--- src/rtl/fft_frame_sequencer.sv ---
// Spectrum pipeline sequencer: sample capture, one-shot FFT start/collect, and tear-free
// double-buffer bank swap on the synchronised vsync falling edge, with drop/timeout accounting.
module fft_frame_sequencer #(
    parameter int POINTS  = 64,
    parameter int ADDR_W  = 6,
    parameter int TIMEOUT = 4096,
    parameter int DROP_W  = 8
) (
    input  logic              clk,
    input  logic              reset,
    input  logic              enable,
    input  logic              sample_tick,
    input  logic              vsync,
    input  logic              fft_done,
    output logic              sample_we,
    output logic [ADDR_W-1:0] sample_addr,
    output logic              fft_start,
    output logic              fft_busy,
    output logic              result_latch,
    output logic              display_swap,
    output logic              front_bank,
    output logic [15:0]       frame_count,
    output logic [DROP_W-1:0] drop_count,
    output logic              timeout_err
);
    localparam int CNT_W = $clog2(TIMEOUT + 1);
    // Counter is cleared in START, so this value makes timeout_err rise TIMEOUT cycles after fft_start.
    localparam logic [CNT_W-1:0]  CNT_LAST = CNT_W'(TIMEOUT - 2);
    localparam logic [ADDR_W-1:0] IDX_LAST = ADDR_W'(POINTS - 1);

    typedef enum logic [1:0] {IDLE, CAPTURE, START, RUN} state_t;

    state_t              state_q, state_d;
    logic [ADDR_W-1:0]   idx_q, idx_d;
    logic [ADDR_W-1:0]   addr_q, addr_d;
    logic                we_q, we_d;
    logic [CNT_W-1:0]    cnt_q, cnt_d;
    logic                terr_q, terr_d;
    logic                pend_q, pend_d;
    logic                latch_q, latch_d;
    logic                staged_q, staged_d;
    logic                swap_q, swap_d;
    logic                front_q, front_d;
    logic [15:0]         frame_q, frame_d;
    logic [DROP_W-1:0]   drop_q, drop_d;
    logic                vs1_q, vs2_q, vs3_q;
    logic                latch_req, vs_fall, swap_now, fire_now;

    always_ff @(posedge clk or posedge reset) begin
        if (reset) begin
            state_q  <= IDLE;
            idx_q    <= '0;
            addr_q   <= '0;
            we_q     <= 1'b0;
            cnt_q    <= '0;
            terr_q   <= 1'b0;
            pend_q   <= 1'b0;
            latch_q  <= 1'b0;
            staged_q <= 1'b0;
            swap_q   <= 1'b0;
            front_q  <= 1'b0;
            frame_q  <= '0;
            drop_q   <= '0;
            vs1_q    <= 1'b0;
            vs2_q    <= 1'b0;
            vs3_q    <= 1'b0;
        end else begin
            state_q  <= state_d;
            idx_q    <= idx_d;
            addr_q   <= addr_d;
            we_q     <= we_d;
            cnt_q    <= cnt_d;
            terr_q   <= terr_d;
            pend_q   <= pend_d;
            latch_q  <= latch_d;
            staged_q <= staged_d;
            swap_q   <= swap_d;
            front_q  <= front_d;
            frame_q  <= frame_d;
            drop_q   <= drop_d;
            vs1_q    <= vsync;
            vs2_q    <= vs1_q;
            vs3_q    <= vs2_q;
        end
    end

    always_comb begin
        state_d   = state_q;
        idx_d     = idx_q;
        addr_d    = addr_q;
        we_d      = 1'b0;
        cnt_d     = cnt_q;
        terr_d    = terr_q;
        latch_req = 1'b0;
        case (state_q)
            IDLE: begin
                idx_d = '0;
                if (enable) state_d = CAPTURE;
            end
            CAPTURE: begin
                if (!enable) begin
                    state_d = IDLE;
                    idx_d   = '0;
                end else if (sample_tick) begin
                    we_d   = 1'b1;
                    addr_d = idx_q;
                    idx_d  = idx_q + 1'b1;
                    if (idx_q == IDX_LAST) state_d = START;
                end
            end
            START: begin
                cnt_d   = '0;
                state_d = RUN;
            end
            RUN: begin
                cnt_d = cnt_q + 1'b1;
                if (fft_done || cnt_q == CNT_LAST) begin
                    latch_req = fft_done;
                    terr_d    = terr_q | ~fft_done;
                    idx_d     = '0;
                    state_d   = enable ? CAPTURE : IDLE;
                end
            end
            default: state_d = IDLE;
        endcase

        // A swap wins over a coincident latch; the latch retries next cycle into the new back bank.
        vs_fall  = vs3_q & ~vs2_q;
        swap_now = vs_fall & staged_q;
        fire_now = (latch_req | pend_q) & ~swap_now;
        pend_d   = (latch_req | pend_q) & swap_now;
        swap_d   = swap_now;
        latch_d  = fire_now;
        front_d  = front_q ^ swap_now;
        frame_d  = swap_now ? frame_q + 16'd1 : frame_q;
        staged_d = staged_q & ~swap_now;
        drop_d   = drop_q;
        if (fire_now) begin
            staged_d = 1'b1;
            if (staged_q && !(&drop_q)) drop_d = drop_q + 1'b1;
        end
    end

    assign sample_we    = we_q;
    assign sample_addr  = addr_q;
    assign fft_start    = (state_q == START);
    assign fft_busy     = (state_q == START) || (state_q == RUN);
    assign result_latch = latch_q;
    assign display_swap = swap_q;
    assign front_bank   = front_q;
    assign frame_count  = frame_q;
    assign drop_count   = drop_q;
    assign timeout_err  = terr_q;
endmodule
--- config.mk ---
export PLATFORM = sky130hd
export DESIGN_NAME = fft_frame_sequencer
export DESIGN_NICKNAME = d
export VERILOG_FILES = /design/src/rtl/fft_frame_sequencer.sv
export SDC_FILE = /design/constraint.sdc
export NUM_CORES = 1
export LEC_CHECK = 0
export BUFFER_PORTS_ARGS = -buffer_cell sky130_fd_sc_hd__buf_4
export CAP_MARGIN = 0
export CORE_UTILIZATION = 50
export DETAILED_ROUTE_END_ITERATION = 16
export GPL_TIMING_DRIVEN = 0
export HOLD_SLACK_MARGIN = 0.05
export PLACE_DENSITY = 0.84
export SLEW_MARGIN = 0
export SYNTH_ARGS = -nofsm -noshare
export SYNTH_HDL_FRONTEND = slang
export SYNTH_SLANG_ARGS = --single-unit
--- constraint.sdc ---
create_clock -name clk -period 2 [get_ports clk]
set_clock_uncertainty 0.2 [all_clocks]
set_input_delay 0.3 -clock clk [delete_from_list [all_inputs] [get_ports clk]]
set_output_delay 0.3 -clock clk [all_outputs]
set_load 0.03 [all_outputs]
# --- After elaboration in Yosys (flattened, before gate mapping) ---
# Index checks and enable logic that the tools add are counted.
op_classes:
  bitwise: 11
  n_eq_ne: 9
  muxes: 18
  n_reduce_logical: 13
  add_sub_neg: 4
op_table:
  columns: ["op", "n"]
  rows:
  - ["$pmux W13 S2", 1]
  - ["$mux W6", 3]
  - ["$pmux W6 S3", 1]
  - ["$add A16 B1 Y16 const B", 1]
  - ["$add A13 B1 Y13 const B", 1]
  - ["$eq A13 B12 Y1 const B", 1]
  - ["$mux W2", 5]
  - ["$add A8 B1 Y8 const B", 1]
  - ["$pmux W2 S4", 1]
  - ["$reduce_and A8 Y1", 1]
  - ["$mux W1", 7]
  - ["$add A6 B1 Y6 const B", 1]
  - ["$eq A6 B6 Y1 const B", 1]
  - ["$ne A3 B3 Y1 const B", 2]
  - ["$reduce_and A3 Y1", 2]
  - ["$and A1 B1 Y1", 5]
  - ["$eq A2 B2 Y1 const B", 2]
  - ["$ne A2 B2 Y1 const B", 2]
  - ["$reduce_and A2 Y1", 2]
  - ["$reduce_and A4 Y1", 1]
  - ["$not A1 Y1", 3]
  - ["$reduce_bool A3 Y1", 1]
  - ["$eq A2 B1 Y1 const B", 1]
  - ["$logic_not A2 Y1", 1]
  - ["other kinds (6)", 8]
word_totals:
  word_cells: 71
  register_bits: 61
  input_bits: 6

# --- Longest topological paths before layout ---
# Gate-level depths: netlist (run 1).
logic_depth:
  depth_word: 7
  depth_mapped: 6
  ltp_nobuf: 6

# --- Worst setup path before layout (run 1) ---
# OpenSTA, ideal clock, no wires.
synth_path:
  kind: "reg2reg"
  start: "reg drop_q[0], in the netlist drop_count[0]"
  end: "reg drop_q[1], in the netlist drop_count[1]"
  slack_ps: 157
  n_path_buf: 0
  stages_incl_launch_ff: 6
  period_less_slack_ps: 1843
  arrival_time_ps: 1519
  setup_time_ps: 125
  path_cell_list: "dfrtp_1 -> ha_1 -> nand3_1 -> nor2_1 -> nor2_1 -> mux2_2"
synth_between:
  elab_chain_len: 4
  word_cells_on_any_way: 5
  classes_between: "add/sub (1); reduce/logical (4)"
synth_rtl:
  columns: ["element", "line", "source"]
  rows:
  - ["start: declaration", "45", "logic [DROP_W-1:0] drop_q, drop_d;"]
  - ["start signal: assignment", "80", "drop_q <= drop_d;"]
  - ["branches (longest 4 deep; another with $add A8 B1 Y8)", null, null]
# Several ways; the timed one is not identified.
# A chain may end at the register's enable or synchronous reset.

==> results of run 1 <==
-- state kept, by name, indices dropped and copies added (netlist names), 6 cells and up, named ones only --
register / cells
drop_count: 8
cnt_q: 13
sample_addr: 6
idx_q: 6
frame_count: 16
-- power breakdown --
part           leakage [nW]  internal, W  switching [W]
logic                 0.732     0.000204       0.000296
registers             0.811      0.00134       0.000122
clock network         0.107     0.000696       0.000464
-- stage by stage --
stage / worst slack, ns / cells / TNS (ns) / hold WS [ns]
floorplan: 0.157 / 243 / 0 / 0.131
global placement: -0.0392 / 355 / -0.0392 / 0.136
detailed placement: -0.0460 / 355 / -0.0460 / 0.144
CTS: 0.0315 / 374 / 0 / 0.0691
global route: 0.00195 / 380 / 0 / 0.0905
finish: 0.0662 / 380 / 0 / 0.0911
-- final cells by class --
type	instances	area, um2	share of cell area
multi-input combinational	168	1140	0.332
timing repair buffer	51	403	0.118
tap	70	87.6	0.0256
buffer	4	18.8	0.00548
sequential	61	1530	0.446
clock inverter	5	75.1	0.0219
clock buffer	11	131	0.0384
inverter	10	45.0	0.0132
-- placed cells by master, fill, tap and decap left out, types with 6 or more instances in the layout --
cell type,instances
a21oi_1,8
clkbuf_8,9
dfrtp_1,61
buf_4,47
inv_1,8
o21ai_0,7
mux2_2,6
nand3_1,14
xnor2_1,18
nor2_1,14
nand2_1,22
xor2_1,10
nand4_1,13
-- layer usage --
metal  routed length [um]  GRT usage  vias up
li1                     -          -      997
met1                 2300      0.256      999
met2                 2370      0.317       51
met3                  284     0.0807        7
met4                   68     0.0617        0
met5                    0          0        -
-- kinds of logic after synthesis --
group | count (synthesis) | synth area share
compound gates | 34 | 0.0872
xor+xnor | 28 | 0.0909
fa+ha+maj | 5 | 0.0232
buf+inv | 14 | 0.0199
flops | 61 | 0.566
mux | 8 | 0.0325
simple gates | 93 | 0.181
-- what timing repair did --
action,in CTS,in global routing
hold buffers,2,1
buffers inserted,1,4
resized for setup,2,3
endpoints found under the hold margin,2,21
pin swaps,1,1
setup endpoints to repair,1,4
-- worst paths after layout --
check	startpoint	slack [ns]	endpoint	cells after the start
worst min register to register	vs1_q	0.15	vs2_q	0
worst max register to register	flop	0.09	sample_addr[5]	5
max in group asynchronous	reset	0.72	idx_q[3]	4
worst min-delay path	sample_tick	0.09	idx_q[0]	3
worst max-delay path	flop	0.07	fft_start	4
min in group asynchronous	reset	0.34	front_bank	3
-- tightest hold or removal path, stage by stage --
cell and delay (ns):
buf_4 0.11, o21a_1 0.12, a21oi_1 0.05
==> metrics, run 1 <==
CP startpoint kind=flop; Hold Vio Cnt, Final=0; num ports=43; Post-Syn Instances=243; commonest cells in the netlist=dfrtp_1, nand2_1, xnor2_1; layout cells sized above 1=0.255; Worst slew margin=0.678; RSZ-0062 raised after global routing=false; Cell Area, Synth=2700 um2; Area growth syn-to-layout=26.9%; syn_nets=254; root buf cell=clkbuf_8; Final Setup Violations=0; final count of pins violating max slew=0; fin crit share=0.967; core box area=5140 um2; Rows=26; CTS Sinks=61; die height=75.5 um; clock-pin slew on the worst setup and hold paths=0.07 ns; sequential-to-total area share from yosys stat=0.566; flop and latch count out of synthesis=61; largest net degree at the start of global routing=62; drt drc=0; die area=5700 um2; CTS tree=yes; Avg Vias per Cell=5.41; Starting Density=0.525; critical path endpoint category=primary output; arrival time at the worst endpoint=1.43 ns; status=complete, no violations; DR iter-0 viols=78; number of buffers created by CTS=9; worst-skew pair later-pin latency=0.34 ns; Final Wtd Congestion=0.850; most area-consuming cells after synthesis=dfrtp_1, xnor2_1, xor2_1, nand2_1, nand4_1; Layout Utilization=0.666; crit-path max cell delay=0.39 ns; ant diodes=0; worst path required time=1.50 ns; via count=2,054; gr ovfl total=0; Hold Crit Class=in2reg; total chip power=0.00312 W; maximum fanout along the worst path=10; DR WL/cell=13.2 um; Die Wd=75.5 um; Yosys warning count=0; maximum VDD drop=0.000532 V; Clock Path Buffers=2; Slowest-stage cell, CP=dfrtp_1; vias in the first global route=1,877; Synth top area share=0.566; minimum clock period=1.93 ns; leakage power=1.65 nW; Yosys cell types=41; leading area contributor after synthesis=dfrtp_1; Mean Syn Cell Area=11.1 um2; IO Port Bufs=42; 1st-pass router iterations=4; CP bufs+invs=3; initial antenna violation count=0; asr flop ratio synth=1.00; ANT nets after route=0; first-pass GRT wire length=8.41 mm; final wirelength=5.02 mm; Post-synth EDFFs=0; Final Instance Area=3420 um2; Post-synth top flop=dfrtp_1; most frequent cell after synthesis=dfrtp_1; f_max=517 MHz; max-cap violations=0; Filler cells=422; H-Tree Depth=3; delay-heaviest family, CP=buffers and inverters; nets@finish=316; hpwl dp=3.34 mm; DP Area=3110 um2; worst slew pin tran=0.483 ns; Total Routing Usage GR=0.201; pwr dens=911 nW/um2; critical path, cell by cell=clkbuf_4, clkinvlp_4, nor2_4, buf_4; Crit Path Class=reg2out
Note: power is estimated with default switching activity, not from simulation.
==> run 2: changes to the inputs <==
--- a/config.mk
+++ b/config.mk
@@ -7,6 +7,7 @@
 export LEC_CHECK = 0
 export BUFFER_PORTS_ARGS = -buffer_cell sky130_fd_sc_hd__buf_4
 export CAP_MARGIN = 0
+export CORE_MARGIN = 2
 export CORE_UTILIZATION = 50
 export DETAILED_ROUTE_END_ITERATION = 16
 export GPL_TIMING_DRIVEN = 0
==> metrics, run 2 (same netlist as run 1, synthesis figures left out) <==
minimum clock period=1.92 ns (-0.0142 ns); CTS Sinks=61 (unchanged); Starting Density=0.522 (-0.00330); final wirelength=5.25 mm (+4.5%); switching power=0.000851 W (-3.5%); worst-skew pair later-pin latency=0.33 ns (about the same); hpwl dp=3.56 mm (+6.7%); IO Port Bufs=42 (unchanged); DR WL/cell=14.0 um (+5.7%); final count of pins violating max slew=0 (unchanged); num ports=43 (unchanged); worst path required time=2.02 ns (+0.52 ns); largest net degree at the start of global routing=62 (unchanged); most frequent cells in the layout=dfrtp_1, buf_4, nand2_1; Sequential Power Share=0.515 (+0.047); combinational share of power=0.179 (+0.019); hold path cells=3 (unchanged); max-cap violations=0 (unchanged); nets@finish=314 (-0.63%); status=complete, no violations; Hold Crit Class=in2reg; CP startpoint kind=flop; clock-pin slew on the worst setup and hold paths=0.06 ns (about the same); Hold Vio Cnt, Final=0 (unchanged); f_max=521 MHz (+0.74%); drt drc=0 (unchanged); 1st-pass router iterations=4 (unchanged); switching fraction of total power=0.302 (+0.0188); fin crit share=0.960 (-0.00712); Clk pwr share=0.307 (-0.065); Die Wd=77.5 um (+2.7%); root buf cell=clkbuf_8; first-pass GRT wire length=8.78 mm (+4.4%); R2R cell count=5 (unchanged); pwr dens=842 nW/um2 (-7.5%); ant diodes=0 (unchanged); H-Tree Depth=3 (unchanged); Crit Path Class=reg2reg; fin worst setup slack=0.0804 ns (+0.0142 ns); Internal=0.00197 W (-12%); Area growth syn-to-layout=24.2%; setup TNS=0 ns (unchanged); gr ovfl total=0 (unchanged); CTS tree=yes; leakage power=1.62 nW (-2.1%); core box area=5170 um2 (+0.63%); Worst slew margin=0.555 (-0.123); layout cells sized above 1=0.248 (-0.00647); arrival time at the worst endpoint=1.94 ns (+0.51 ns); die area=6000 um2 (+5.4%); vias in the first global route=1,916 (+2.1%); initial antenna violation count=0 (unchanged); Largest register FFs=16 (unchanged); Rows=26 (unchanged); pre-CTS setup slack=-0.0482 ns (-0.00225 ns); worst slew pin tran=0.667 ns (+0.184 ns); ANT nets after route=0 (unchanged); maximum fanout along the worst path=8 (-2); DR iter-0 viols=57 (-27%); die height=77.5 um (+2.7%); worst hold start=sample_tick; Final Wtd Congestion=0.838 (-1.4%); number of buffers created by CTS=9 (unchanged); critical path endpoint category=flop; maximum VDD drop=0.000587 V (+10%); via count=2,041 (-0.63%); Clock Path Buffers=2 (unchanged); most common cell after layout, fill and taps aside=dfrtp_1; Total Routing Usage GR=0.187 (-0.0140); Final Setup Violations=0 (unchanged); Avg Vias per Cell=5.43 (+0.42%)
run 2: cell count changes in the layout (fill, tap and decap cells not counted):
cell	delta
bufinv_16	-2
clkbuf_4	-1
clkbuf_1	-1
clkbuf_2	+1
buf_4	-1
run 2: through the flow:
stage | utilization | std cells | instance area (um2) | total power [W] | hold slack, ns
after floorplan | - | 243 | 2700 | 0.00178 | 0.131
after global placement | 0.600 | 355 | 3110 | 0.00195 | 0.139
after detailed placement | 0.600 | 355 | 3110 | 0.00197 | 0.146
after CTS | 0.635 | 372 | 3290 | 0.00285 | 0.0880
after global routing | 0.648 | 376 | 3350 | 0.00297 | 0.107
final | 0.648 | 376 | 3350 | 0.00282 | 0.108
run 2: area by class of cell:
cell class | instances | area, um2
multi-input combinational | 168 | 1140
buffer | 4 | 20.0
sequential | 61 | 1530
clock inverter | 3 | 15.0
fill | 413 | 1820
inverter | 10 | 45.0
timing repair buffer | 49 | 388
clock buffer | 11 | 131
tap | 70 | 87.6
run 2: worst max-delay path, cell delays in order (launching register included):
cell,delay [ns]
dfrtp_1,0.41
and3b_1,0.22
clkbuf_1,0.25
nand2_2,0.19
inv_1,0.19
mux2_2,0.36
run 2: layer usage:
layer / wire (um) / share of wire / global-route usage
met1: 2340 / 0.45 / 0.241
met2: 2620 / 0.50 / 0.290
met3: 265 / 0.050 / 0.0814
met4: 27 / 0.0051 / 0.0482
met5: 0 / 0 / 0
run 2: worst paths after layout:
path                                   endpoint  slack, ns
worst min-delay path                   idx_q[0]       0.11
min in group asynchronous       frame_count[13]       0.42
worst min register to register            vs2_q       0.16
worst max-delay path             sample_addr[5]       0.08
max in group asynchronous         drop_count[0]       0.62
worst max register to register   sample_addr[5]       0.08
run 2: power groups by stage:
stage / combinational [W] / sequential, W / clock (W)
6_report: 0.000504 / 0.00145 / 0.000865
5_1_grt: 0.000549 / 0.00147 / 0.000952
4_1_cts: 0.000502 / 0.00145 / 0.000896
3_5_place_dp: 0.000497 / 0.00148 / 0
3_3_place_gp: 0.000481 / 0.00147 / 0
2_1_floorplan: 0.000194 / 0.00159 / 0
run 2: repair_timing:
action                     CTS  global route
setup endpoints to repair    1             8
pin swaps                    1             2
cloned                       0             0
hold endpoints to repair     2            30
resized for setup            2             6
hold buffers                 2             1
setup buffers                1             2
==> run 3: changes to the inputs <==
--- a/config.mk
+++ b/config.mk
@@ -5,10 +5,11 @@
 export SDC_FILE = /design/constraint.sdc
 export NUM_CORES = 1
 export LEC_CHECK = 0
+export ABC_AREA = 1
 export BUFFER_PORTS_ARGS = -buffer_cell sky130_fd_sc_hd__buf_4
 export CAP_MARGIN = 0
 export CORE_MARGIN = 2
-export CORE_UTILIZATION = 50
+export CORE_UTILIZATION = 51
 export DETAILED_ROUTE_END_ITERATION = 16
 export GPL_TIMING_DRIVEN = 0
 export HOLD_SLACK_MARGIN = 0.05
==> metrics, run 3 <==
Worst slew margin=0.701 (+0.146); Post-synth EDFFs=0 (unchanged); Fin Hold WS=0.0719 ns (-0.0365 ns); minimum clock period=1.81 ns (-0.114 ns); leakage power=1.87 nW (+16%); syn_nets=385 (+52%); critical path, cell by cell=nor2_2, buf_4; vias in the first global route=2,437 (+27%); number of buffers created by CTS=9 (unchanged); Clock Path Buffers=2 (unchanged); via count=2,589 (+27%); worst hold start=sample_tick; sequential-to-total area share from yosys stat=0.502 (-0.0637); most area-consuming cells after synthesis=dfrtp_1, nand2_1, inv_1, nor2_1, nand3_1; Cell Area, Synth=3040 um2 (+13%); root buf cell=clkbuf_8; maximum VDD drop=0.000658 V (+12%); Hold Crit Class=in2reg; crit-path max cell delay=0.46 ns (+0.05 ns); Die Wd=81.2 um (+4.8%); num ports=43 (unchanged); leading area contributor after synthesis=dfrtp_1; Rows=28 (+7.7%); Clk pwr share=0.269 (-0.038); Yosys warning count=0 (unchanged); gr ovfl total=0 (unchanged); f_max=554 MHz (+6.3%); 1st-pass router iterations=4 (unchanged); most frequent cells in the layout=nand2_1, dfrtp_1, buf_4; DR iter-0 viols=132 (+130%); R2R Path Start=cnt_q[0]; Area growth syn-to-layout=20.8%; asr flop ratio synth=1.00 (unchanged); Largest register FFs=16 (unchanged); DR WL/cell=12.4 um (-11%); Critical path origin=state_q[0]; worst-skew pair later-pin latency=0.34 ns (about the same); final wirelength=6.30 mm (+20%); core box area=5850 um2 (+13%); Sequential Power Share=0.429 (-0.086); Slowest-stage cell, CP=dfrtp_1; CTS tree=yes; CTS Sinks=61 (unchanged); Synth top area share=0.502 (-0.0637); max-cap violations=0 (unchanged); worst slew pin tran=0.448 ns (-0.218 ns); arrival time at the worst endpoint=1.31 ns (-0.63 ns); drt drc=0 (unchanged); CP startpoint kind=flop; nets@finish=441 (+40%); switching fraction of total power=0.378 (+0.0766); ant diodes=0 (unchanged); final count of pins violating max slew=0 (unchanged); most frequent cell after synthesis=nand2_1; first-pass GRT wire length=10.5 mm (+20%); Setup Buffers After CTS=0 (-1); Post-Syn Instances=374 (+54%); status=complete, no violations; clock-pin slew on the worst setup and hold paths=0.06 ns (about the same); Post-synth top flop=dfrtp_1; most common cell after layout, fill and taps aside=nand2_1; initial antenna violation count=0 (unchanged); die area=6600 um2 (+9.9%); IO Port Bufs=42 (unchanged); Total Routing Usage GR=0.208 (+0.0213); worst path required time=1.50 ns (-0.52 ns); Yosys cell types=25 (-39%); largest net degree at the start of global routing=62 (unchanged); hpwl dp=4.30 mm (+21%); Filler cells=497 (+20%); maximum fanout along the worst path=7 (-1); combinational share of power=0.302 (+0.123); ANT nets after route=0 (unchanged); Avg Vias per Cell=5.09 (-6.3%); critical path endpoint category=primary output; Final Wtd Congestion=0.882 (+5.3%); switching power=0.00142 W (+67%); Mean Syn Cell Area=8.13 um2 (-27%); Hold Vio Cnt, Final=0 (unchanged); commonest cells in the netlist=nand2_1, dfrtp_1, inv_1; Final Setup Violations=0 (unchanged); Internal=0.00234 W (+19%); flop and latch count out of synthesis=61 (unchanged); H-Tree Depth=3 (unchanged); Crit Path Class=reg2out; die height=81.2 um (+4.8%); fin crit share=0.903 (-0.0572); layout cells sized above 1=0.182 (-0.0663); pwr dens=1020 nW/um2 (+22%); Starting Density=0.520 (-0.00188); RSZ-0062 raised after global routing=false; setup TNS=0 ns (unchanged)
==> run 3: changes by cell type after synthesis, moves of 6 or more <==
| cell | delta |
|---|---|
| mux2_2 | -6 |
| o21ai_0 | +9 |
| nand2_1 | +99 |
| xnor2_1 | -8 |
| nor2_1 | +23 |
| inv_1 | +29 |
| nand3_1 | +13 |
==> run 3: metal layers <==
| layer | GRT usage | vias to the layer above | share of wire |
|---|---|---|---|
| met2 | 0.356 | 62 | 0.51 |
| li1 | - | 1285 | - |
| met3 | 0.0644 | 5 | 0.049 |
| met4 | 0.0729 | 0 | 0.010 |
| met1 | 0.248 | 1237 | 0.43 |
| met5 | 0 | - | 0 |
==> run 3: power by group through the flow <==
stage               Clock, W  Combinational, W  Sequential, W
floorplan                  0          0.000570        0.00181
global placement           0           0.00109        0.00162
detailed placement         0           0.00112        0.00163
CTS                  0.00102           0.00114        0.00161
global route         0.00109           0.00126        0.00165
finish               0.00101           0.00114        0.00161
==> run 3: worst paths after layout <==
path / endpoint / slack, ns / cells past startpoint
setup / recovery: fft_start / 0.19 / 2
hold / removal: sample_we / 0.07 / 3
setup reg to reg: idx_q[1] / 0.24 / 9
hold reg to reg: vs2_q / 0.16 / 0
max in group asynchronous: frame_count[2] / 0.72 / 4
min in group asynchronous: frame_count[11] / 0.34 / 3
==> run 3: layout make-up <==
class                      instances  area (um2)  share of cell area
sequential                        61        1530               0.415
timing repair buffer              45         355              0.0967
clock inverter                     1        5.00             0.00136
inverter                          44         169              0.0460
tap                               75        93.8              0.0255
multi-input combinational        266        1340               0.364
clock buffer                      14         173              0.0470
buffer                             3        15.0             0.00409
==> run 3: critical path, delay by kind of cell, from the launching register on <==
family / cells / cell delay [ns]
buffers and inverters: 1 / 0.22
DFF: 1 / 0.46
and+or+nand+nor: 1 / 0.29
==> run 3: through the flow <==
| stage | instance area, um2 | std cells | util | setup WS, ns | power [W] |
|---|---|---|---|---|---|
| 2_1_floorplan | 3050 | 374 | - | 0.243 | 0.00238 |
| 3_3_place_gp | 3450 | 491 | 0.590 | 0.304 | 0.00271 |
| 6_report | 3670 | 509 | 0.628 | 0.195 | 0.00376 |
| 5_1_grt | 3670 | 509 | 0.628 | 0.0555 | 0.00400 |
| 3_5_place_dp | 3450 | 491 | 0.590 | 0.264 | 0.00275 |
| 4_1_cts | 3640 | 507 | 0.623 | 0.0673 | 0.00377 |
==> run 3: cell families after synthesis <==
kind of cell,after synthesis,share of synthesized area
adders and majority gates,5,0.0206
DFF,61,0.502
xor gates and xnor gates,23,0.0662
AOI/OAI and AO/OA,21,0.0354
buffers and inverters,47,0.0592
and+or+nand+nor,217,0.317
==> run 3: repair_timing <==
item / in CTS / in global routing
endpoints found under the setup margin: 0 / 1
hold buffers: 1 / 1
resized for setup: 0 / 1
hold endpoints to repair: 1 / 19
